[config.mk]
export PLATFORM = sky130hd
export DESIGN_NAME = dmem_port_arbiter
export DESIGN_NICKNAME = d
export VERILOG_FILES = /design/src/rtl/dmem_port_arbiter.sv
export SDC_FILE = /design/constraint.sdc
export NUM_CORES = 1
export LEC_CHECK = 0
export ABC_AREA = 0
export CORE_MARGIN = 2
export CORE_UTILIZATION = 32
export CTS_CLUSTER_SIZE = 10
export DETAILED_ROUTE_END_ITERATION = 8
export GPL_TIMING_DRIVEN = 0
export PLACE_DENSITY = 0.78
export SETUP_SLACK_MARGIN = 0.02
export SYNTH_ARGS = -nofsm -noshare
export SYNTH_HDL_FRONTEND = slang
export SYNTH_SLANG_ARGS = --single-unit
[constraint.sdc]
create_clock -name clk -period 1.75 [get_ports clk]
set_clock_uncertainty 0.05 [all_clocks]
set_input_delay 0.175 -clock clk [delete_from_list [all_inputs] [get_ports clk]]
set_output_delay 0.175 -clock clk [all_outputs]
set_load 0.02 [all_outputs]
[src/rtl/dmem_port_arbiter.sv]
// Round-robin arbiter sharing one synchronous-read data-memory port among N_REQ protocol controllers.
// Optional burst locking is compiled in with `define ARB_LOCK_EN (bounded by MAX_LOCK grants).
module dmem_port_arbiter #(
  parameter int N_REQ    = 3,
  parameter int ADDR_W   = 12,
  parameter int DATA_W   = 32,
  parameter int MAX_LOCK = 16
) (
  input  logic                     clk,
  input  logic                     nrst,
  input  logic [N_REQ-1:0]         req,
  input  logic [4*N_REQ-1:0]       req_wr,
  input  logic [ADDR_W*N_REQ-1:0]  req_addr,
  input  logic [DATA_W*N_REQ-1:0]  req_wdata,
  input  logic [N_REQ-1:0]         req_lock,
  output logic [N_REQ-1:0]         gnt,
  output logic [N_REQ-1:0]         rvalid,
  output logic [DATA_W-1:0]        rdata,
  output logic [ADDR_W-1:0]        con_addr,
  output logic [3:0]               con_write,
  output logic [DATA_W-1:0]        con_in,
  input  logic [DATA_W-1:0]        con_out,
  output logic                     busy
);

  localparam int PTR_W = (N_REQ > 1) ? $clog2(N_REQ) : 1;

  logic [N_REQ-1:0]  gnt_q, gnt_d;
  logic [N_REQ-1:0]  rvalid_q, rvalid_d;
  logic [N_REQ-1:0]  elig;
  logic [PTR_W-1:0]  ptr_q, ptr_d;
  logic [PTR_W-1:0]  hi_idx, lo_idx, win_idx;
  logic              hi_found, lo_found, win_found;
  logic [ADDR_W-1:0] con_addr_q, con_addr_d;
  logic [3:0]        con_write_q, con_write_d;
  logic [DATA_W-1:0] con_in_q, con_in_d;

`ifdef ARB_LOCK_EN
  localparam int CNT_W = $clog2(MAX_LOCK + 1);
  logic [CNT_W-1:0] lock_cnt_q, lock_cnt_d;
  logic             lock_hit, lock_max;
`else
  logic unused_lock;
  assign unused_lock = (^req_lock) ^ (MAX_LOCK > 0);
`endif

  always_comb begin
    // A requester granted this cycle is masked so it cannot be issued twice.
    elig     = req & ~gnt_q;
    hi_found = 1'b0;
    lo_found = 1'b0;
    hi_idx   = '0;
    lo_idx   = '0;
    // Rotation: first eligible index above ptr, otherwise first at or below ptr.
    for (int unsigned j = 0; j < N_REQ; j++) begin
      if (elig[j] && !hi_found && (j > 32'(ptr_q))) begin
        hi_found = 1'b1;
        hi_idx   = PTR_W'(j);
      end
      if (elig[j] && !lo_found && (j <= 32'(ptr_q))) begin
        lo_found = 1'b1;
        lo_idx   = PTR_W'(j);
      end
    end
    win_found = hi_found | lo_found;
    win_idx   = hi_found ? hi_idx : lo_idx;

`ifdef ARB_LOCK_EN
    // ptr_q always names the requester shown on gnt, so a locked holder re-wins via ptr_q.
    lock_hit   = |(gnt_q & req & req_lock);
    lock_max   = (lock_cnt_q == CNT_W'(MAX_LOCK - 1));
    lock_cnt_d = '0;
    if (lock_hit && !lock_max) begin
      win_found  = 1'b1;
      win_idx    = ptr_q;
      lock_cnt_d = lock_cnt_q + CNT_W'(1);
    end
`endif

    gnt_d       = '0;
    con_write_d = '0;
    con_addr_d  = con_addr_q;
    con_in_d    = con_in_q;
    ptr_d       = ptr_q;
    if (win_found) begin
      ptr_d = win_idx;
      for (int unsigned j = 0; j < N_REQ; j++) begin
        if (PTR_W'(j) == win_idx) begin
          gnt_d[j]    = 1'b1;
          con_addr_d  = req_addr[ADDR_W*j +: ADDR_W];
          con_write_d = req_wr[4*j +: 4];
          con_in_d    = req_wdata[DATA_W*j +: DATA_W];
        end
      end
    end

    rvalid_d = (con_write_q == 4'b0000) ? gnt_q : '0;
  end

  always_ff @(posedge clk or negedge nrst) begin
    if (!nrst) begin
      gnt_q       <= '0;
      rvalid_q    <= '0;
      ptr_q       <= PTR_W'(N_REQ - 1);
      con_addr_q  <= '0;
      con_write_q <= '0;
      con_in_q    <= '0;
`ifdef ARB_LOCK_EN
      lock_cnt_q  <= '0;
`endif
    end else begin
      gnt_q       <= gnt_d;
      rvalid_q    <= rvalid_d;
      ptr_q       <= ptr_d;
      con_addr_q  <= con_addr_d;
      con_write_q <= con_write_d;
      con_in_q    <= con_in_d;
`ifdef ARB_LOCK_EN
      lock_cnt_q  <= lock_cnt_d;
`endif
    end
  end

  assign gnt       = gnt_q;
  assign rvalid    = rvalid_q;
  assign rdata     = con_out;
  assign con_addr  = con_addr_q;
  assign con_write = con_write_q;
  assign con_in    = con_in_q;
  assign busy      = (|gnt_q) | (|rvalid_q);

endmodule

==> results of run 1 <==
==> synthesized netlist by cell type <==
cell type   n
dfrtp_1    55
nand2_1    54
nand2b_1   47
a32oi_1    45
mux2i_1    44
o32ai_1    44
buf_4      32
clkbuf_1   26
buf_2       5
a21oi_1     4
buf_1       4
and2_1      3
nor2_1      3
nor2b_1     3
nor4_1      3
o21ai_0     3
a222oi_1    2
buf_6       2
inv_1       2
a21boi_1    1
a311oi_1    1
a31oi_4     1
and3_1      1
dfstp_2     1
inv_2       1
nand3_1     1
nor3_1      1
nor4b_4     1
o21ai_1     1
or3b_4      1
==> layout make-up <==
type	instances	area (µm²)
buffer	67	529
clock buffer	6	129
clock inverter	2	16.3
fill	936	4360
inverter	3	13.8
multi-input combinational	264	2080
sequential	56	1410
tap	143	179
timing repair buffer	267	2710
==> timing repair <==
action | CTS | global route
resized for setup | 53 | 60
hold endpoints to repair | 31 | 0
gates cloned | 1 | 3
pin swaps | 11 | 18
buffers inserted | 11 | 15
hold buffers | 1 | 0
endpoints found under the setup margin | 52 | 52
==> routing by layer <==
layer / part of all wire / GRT usage / wire length (µm)
met2: 0.52 / 0.408 / 7990
met4: 0.0060 / 0.0268 / 92
met5: 0 / 0 / 0
met3: 0.082 / 0.0524 / 1250
met1: 0.39 / 0.278 / 6010
==> registers in the layout, summed over array words and instances (netlist names) <==
signal,flops
con_in,32
con_write,4
gnt,3
con_addr,12
ptr_q,2
rvalid,3
==> critical path, delay by kind of cell, from the launching register on <==
family	cells	cell delay (ps)
and+or+nand+nor	1	430
AOI/OAI and AO/OA	3	580
DFF	1	410
buffers and inverters	3	360
==> cells by family after synthesis <==
kind of cell           Yosys count  synth area share
AO/OA/AOI/OAI                  102             0.234
buffers and inverters           72             0.110
flip-flops                      56             0.374
multiplexers                    44             0.118
AND/OR/NAND/NOR                118             0.164
==> per-stage QoR <==
step | power, mW | instance area [µm²] | instances | setup WS (ps) | util
2_1_floorplan | 6.00 | 3770 | 392 | -157 | -
4_1_cts | 10.3 | 6750 | 791 | -192 | 0.591
3_3_place_gp | 8.49 | 6300 | 770 | -1620 | 0.552
6_report | 10.9 | 7060 | 808 | -199 | 0.618
5_1_grt | 11.5 | 7060 | 808 | -258 | 0.618
3_5_place_dp | 8.66 | 6310 | 771 | -881 | 0.553
==> power breakdown <==
part           switching [mW]  total [mW]  internal (mW)  leakage, nW
clock                   0.484        1.02          0.536       0.0671
combinational            3.60        7.41           3.80         2.07
sequential              0.517        2.48           1.96        0.659
total                    4.60        10.9           6.30         2.80
==> final timing paths <==
path | endpoint | slack (ps) | cells after the start | start
max in group asynchronous | con_addr[11] | 580 | 3 | nrst
worst min-delay path | ptr_q[1] | 370 | 3 | req[2]
worst min register to register | con_in[7] | 530 | 2 | con_in[7]
worst max register to register | con_write[2] | -200 | 7 | gnt[2]
min in group asynchronous | con_in[29] | 460 | 2 | nrst
worst max-delay path | con_write[2] | -200 | 7 | gnt[2]
==> metrics.yaml, run 1 <==
power_and_ir_drop:
  cellLeakagePower_nw: 2.80
  power_density_nw_per_um2: 1540
  peakVddDrop_uv: 839
job:
  cap_violations: 0
critical_path:
  cp-start-kind: "flip-flop"
  required_ps: 1870
  cp_max_fo: 5
  endpoint_kind: "flip-flop"
  critPathMaxStageDelay_ps: 430
  arrival_ps: 2070
  cpMaxStageDelayCell: "or3b_4"
  cp_cell_sequence: "or3b_4, a31oi_4, inv_4, buf_12, buf_12, a222oi_1, a21oi_1"
  cpMostUsedCell: "buf_12"
  crit_type: "flip-flop to flip-flop"
drt:
  initialDrtViolationCount: 254
  drc: 0
  drt-vias-per-instance: 5.42
  dr.pass1.iters: 4
  avgRoutedWirePerCell_um: 19.0
  wirelength_um: 15300
  final_antenna_net_count: 0
  vias: 4383
die:
  dieHeight_um: 112
  core_area_um2: 11400
  rows: 39
  initial_core_util: 0.328
  io_pins: 271
  die-area_um2: 12600
  fp.dieW_um: 112
sta:
  slew_violations: 0
  hold_slack_ps: 367
  setup_viol: 47
  rsz0062_at_grt: "yes"
  relSlewSlack: 0.464
  fmax_mhz: 513
  hold_viol: 0
  worst_slew_pin_slew_ps: 804
  fin_ws_ps: -199
  tns_ps: -5060
  min_period_over_period: 1.11
  fin_crit_ps: 1950
min_path:
  min_path_type: "primary input to flip-flop"
logic_synthesis:
  yosys_warnings: 0
  ys_ff_latch: 56
  yosys.area.top_type: "dfrtp_1"
  syn_inst: 392
  yosysTopAreaCellShare: 0.367
  synth_nets: 576
  yosys-top-cells-area: "dfrtp_1 (37%), mux2i_1 (12%), a32oi_1 (11%)"
  syn_area_um2: 3750
  yosys.cell_types.count: 30
  ys_seq_area_frac: 0.374
  synth_area_per_cell_um2: 9.56
grt:
  antenna_found_initial: 0
  first_global_vias: 4336
  grt_max_degree: 34
  track_usage: 0.224
  grt_pass1_wl_um: 22900
  grt.overflow.total: 0
clocking:
  cts.htree.levels: 2
  cts_num_sinks: 56
  cts_buffer_depth: 2
  numCtsBuffers: 5
  clkTransAtPathRegs_ps: 70
  cts_tree: "yes"
  insertion_delay_ps: 290
  clockRootBuffer: "clkbuf_16"
placement:
  dp_hpwl_um: 11100
  gp_congestion: 0.781
  port_buffers: 235
cells_and_area:
  final_cell_mix: "clkdlybuf4s50_1 (231), buf_4 (59), dfrtp_1 (53), nand2_1 (51), nand2b_1 (45)"
  area_delta_synth_final_pct: 88.3
  drive_gt1_frac: 0.202
  final_common_cell: "clkdlybuf4s50_1"
  nNetsFinal: 848
  antenna_cells: 0
status:
  outcome: "finished with violations"
  violations: "negative setup slack"
No activity file was read; power rests on OpenSTA's default activity.
==> run 2: changes to the inputs <==
Settings changed: CAP_MARGIN set to 20.
==> run 2 against run 1 <==
  * The run still ends with negative setup slack left
  * Clock-buffer cell count stayed put
  * Setup slack stayed put
  * Sequential share of layout area stayed put
  * Via count stayed put
  * Flip-flop and latch count stayed put
  * First-iteration DRC count stayed put
  * Clock power hardly changed
  * Combinational power hardly changed
  * Register-to-register slack hardly changed
  * Die area stayed put
  * Power stayed put
  * Critical endpoint unchanged
==> metrics.yaml, run 2 (same netlist as run 1, synthesis figures left out) <==
die:
  initial_core_util: 0.328
  dieHeight_um: 112
  fp.dieW_um: 112
  core_area_um2: 11400
  rows: 39
  die-area_um2: 12600
  io_pins: 271
sta:
  fmax_mhz: 513
  hold_slack_ps: 367
  rsz0062_at_grt: "yes"
  fin_crit_ps: 1950
  relSlewSlack: 0.464
  tns_ps: -5060
  worst_slew_pin_slew_ps: 804
  setup_viol: 47
  fin_ws_ps: -199
  slew_violations: 0
  min_period_over_period: 1.11
  hold_viol: 0
critical_path:
  cp_max_fo: 5
  cp-start-kind: "flip-flop"
  worstRegToRegCells: 7
  required_ps: 1870
  endpoint_kind: "flip-flop"
  crit_type: "flip-flop to flip-flop"
  arrival_ps: 2070
grt:
  grt_max_degree: 34
  grt.overflow.total: 0
  antenna_found_initial: 0
  grt_pass1_wl_um: 22900
  first_global_vias: 4336
  track_usage: 0.224
power_and_ir_drop:
  cellLeakagePower_nw: 2.80
  power.total_mw: 10.9
  peakVddDrop_uv: 839
  power_density_nw_per_um2: 1540
cells_and_area:
  nNetsFinal: 848
  antenna_cells: 0
  fin_area_um2: 7060
  final_common_cell: "clkdlybuf4s50_1"
  area_delta_synth_final_pct: 88.3
  final_cell_mix: "clkdlybuf4s50_1 (231), buf_4 (59), dfrtp_1 (53), nand2_1 (51), nand2b_1 (45)"
  fin_util: 0.618
  largest_reg_flops: 32
  stdcell_count: 808
  drive_gt1_frac: 0.202
placement:
  dp_slack_ps: -881
  place_area_um2: 6310
  dp.cells: 771
  dp_hpwl_um: 11100
  gp_congestion: 0.781
  port_buffers: 235
drt:
  wl_met3_um: 1250
  vias: 4383
  drt-vias-per-instance: 5.42
  avgRoutedWirePerCell_um: 19.0
  highest_layer: "met4"
  wl_met2_um: 7990
  drc: 0
  initialDrtViolationCount: 254
  wirelength_um: 15300
  final_antenna_net_count: 0
  dr.pass1.iters: 4
  wirelength_met1_um: 6010
job:
  cap_violations: 0
clocking:
  clkTransAtPathRegs_ps: 70
  cts_num_sinks: 56
  clockRootBuffer: "clkbuf_16"
  numCtsBuffers: 5
  insertion_delay_ps: 290
  cts_buffer_depth: 2
  cts.htree.levels: 2
  cts_tree: "yes"
min_path:
  min_delay_path_depth: 3
  min_path_type: "primary input to flip-flop"
status:
  outcome: "finished with violations"
  violations: "negative setup slack"
==> run 2: where the power goes <==
| group | total, mW | internal (mW) | switching, mW |
|---|---|---|---|
| registers | 2.48 | 1.96 | 0.517 |
| clock network | 1.02 | 0.536 | 0.484 |
| logic | 7.41 | 3.80 | 3.60 |
==> run 2: worst max-delay path, stage by stage (launching register included) <==
cell,delay [ps]
dfrtp_2,410
or3b_4,430
a31oi_4,190
inv_4,80
buf_12,150
buf_12,130
a222oi_1,320
a21oi_1,70
==> run 2: cell type report <==
| type | count | area [µm²] |
|---|---|---|
| fill | 936 | 4360 |
| timing repair buffer | 267 | 2710 |
| multi-input combinational | 264 | 2080 |
| sequential | 56 | 1410 |
| buffer | 67 | 529 |
| tap | 143 | 179 |
| clock buffer | 6 | 129 |
| clock inverter | 2 | 16.3 |
| inverter | 3 | 13.8 |
==> run 2: final timing paths <==
check / startpoint / to / slack (ps)
max: gnt[2] / con_write[2] / -200
min: req[2] / ptr_q[1] / 370
max reg2reg: gnt[2] / con_write[2] / -200
min reg2reg: con_in[7] / con_in[7] / 530
max in group asynchronous: nrst / con_addr[11] / 580
min in group asynchronous: nrst / con_in[29] / 460
==> run 2: routing by layer <==
metal	global-route usage	vias to the layer above
met5	0	-
met1	0.278	2116
met4	0.0268	0
met3	0.0524	16
li1	-	2010
met2	0.408	241
==> run 2: what timing repair did <==
action                                  4_1_cts  5_1_grt
cloned                                        1        3
hold buffers                                  1        0
setup buffers                                11       15
resized for setup                            53       60
endpoints found under the hold margin        31        0
endpoints found under the setup margin       52       52
pin swaps                                    11       18
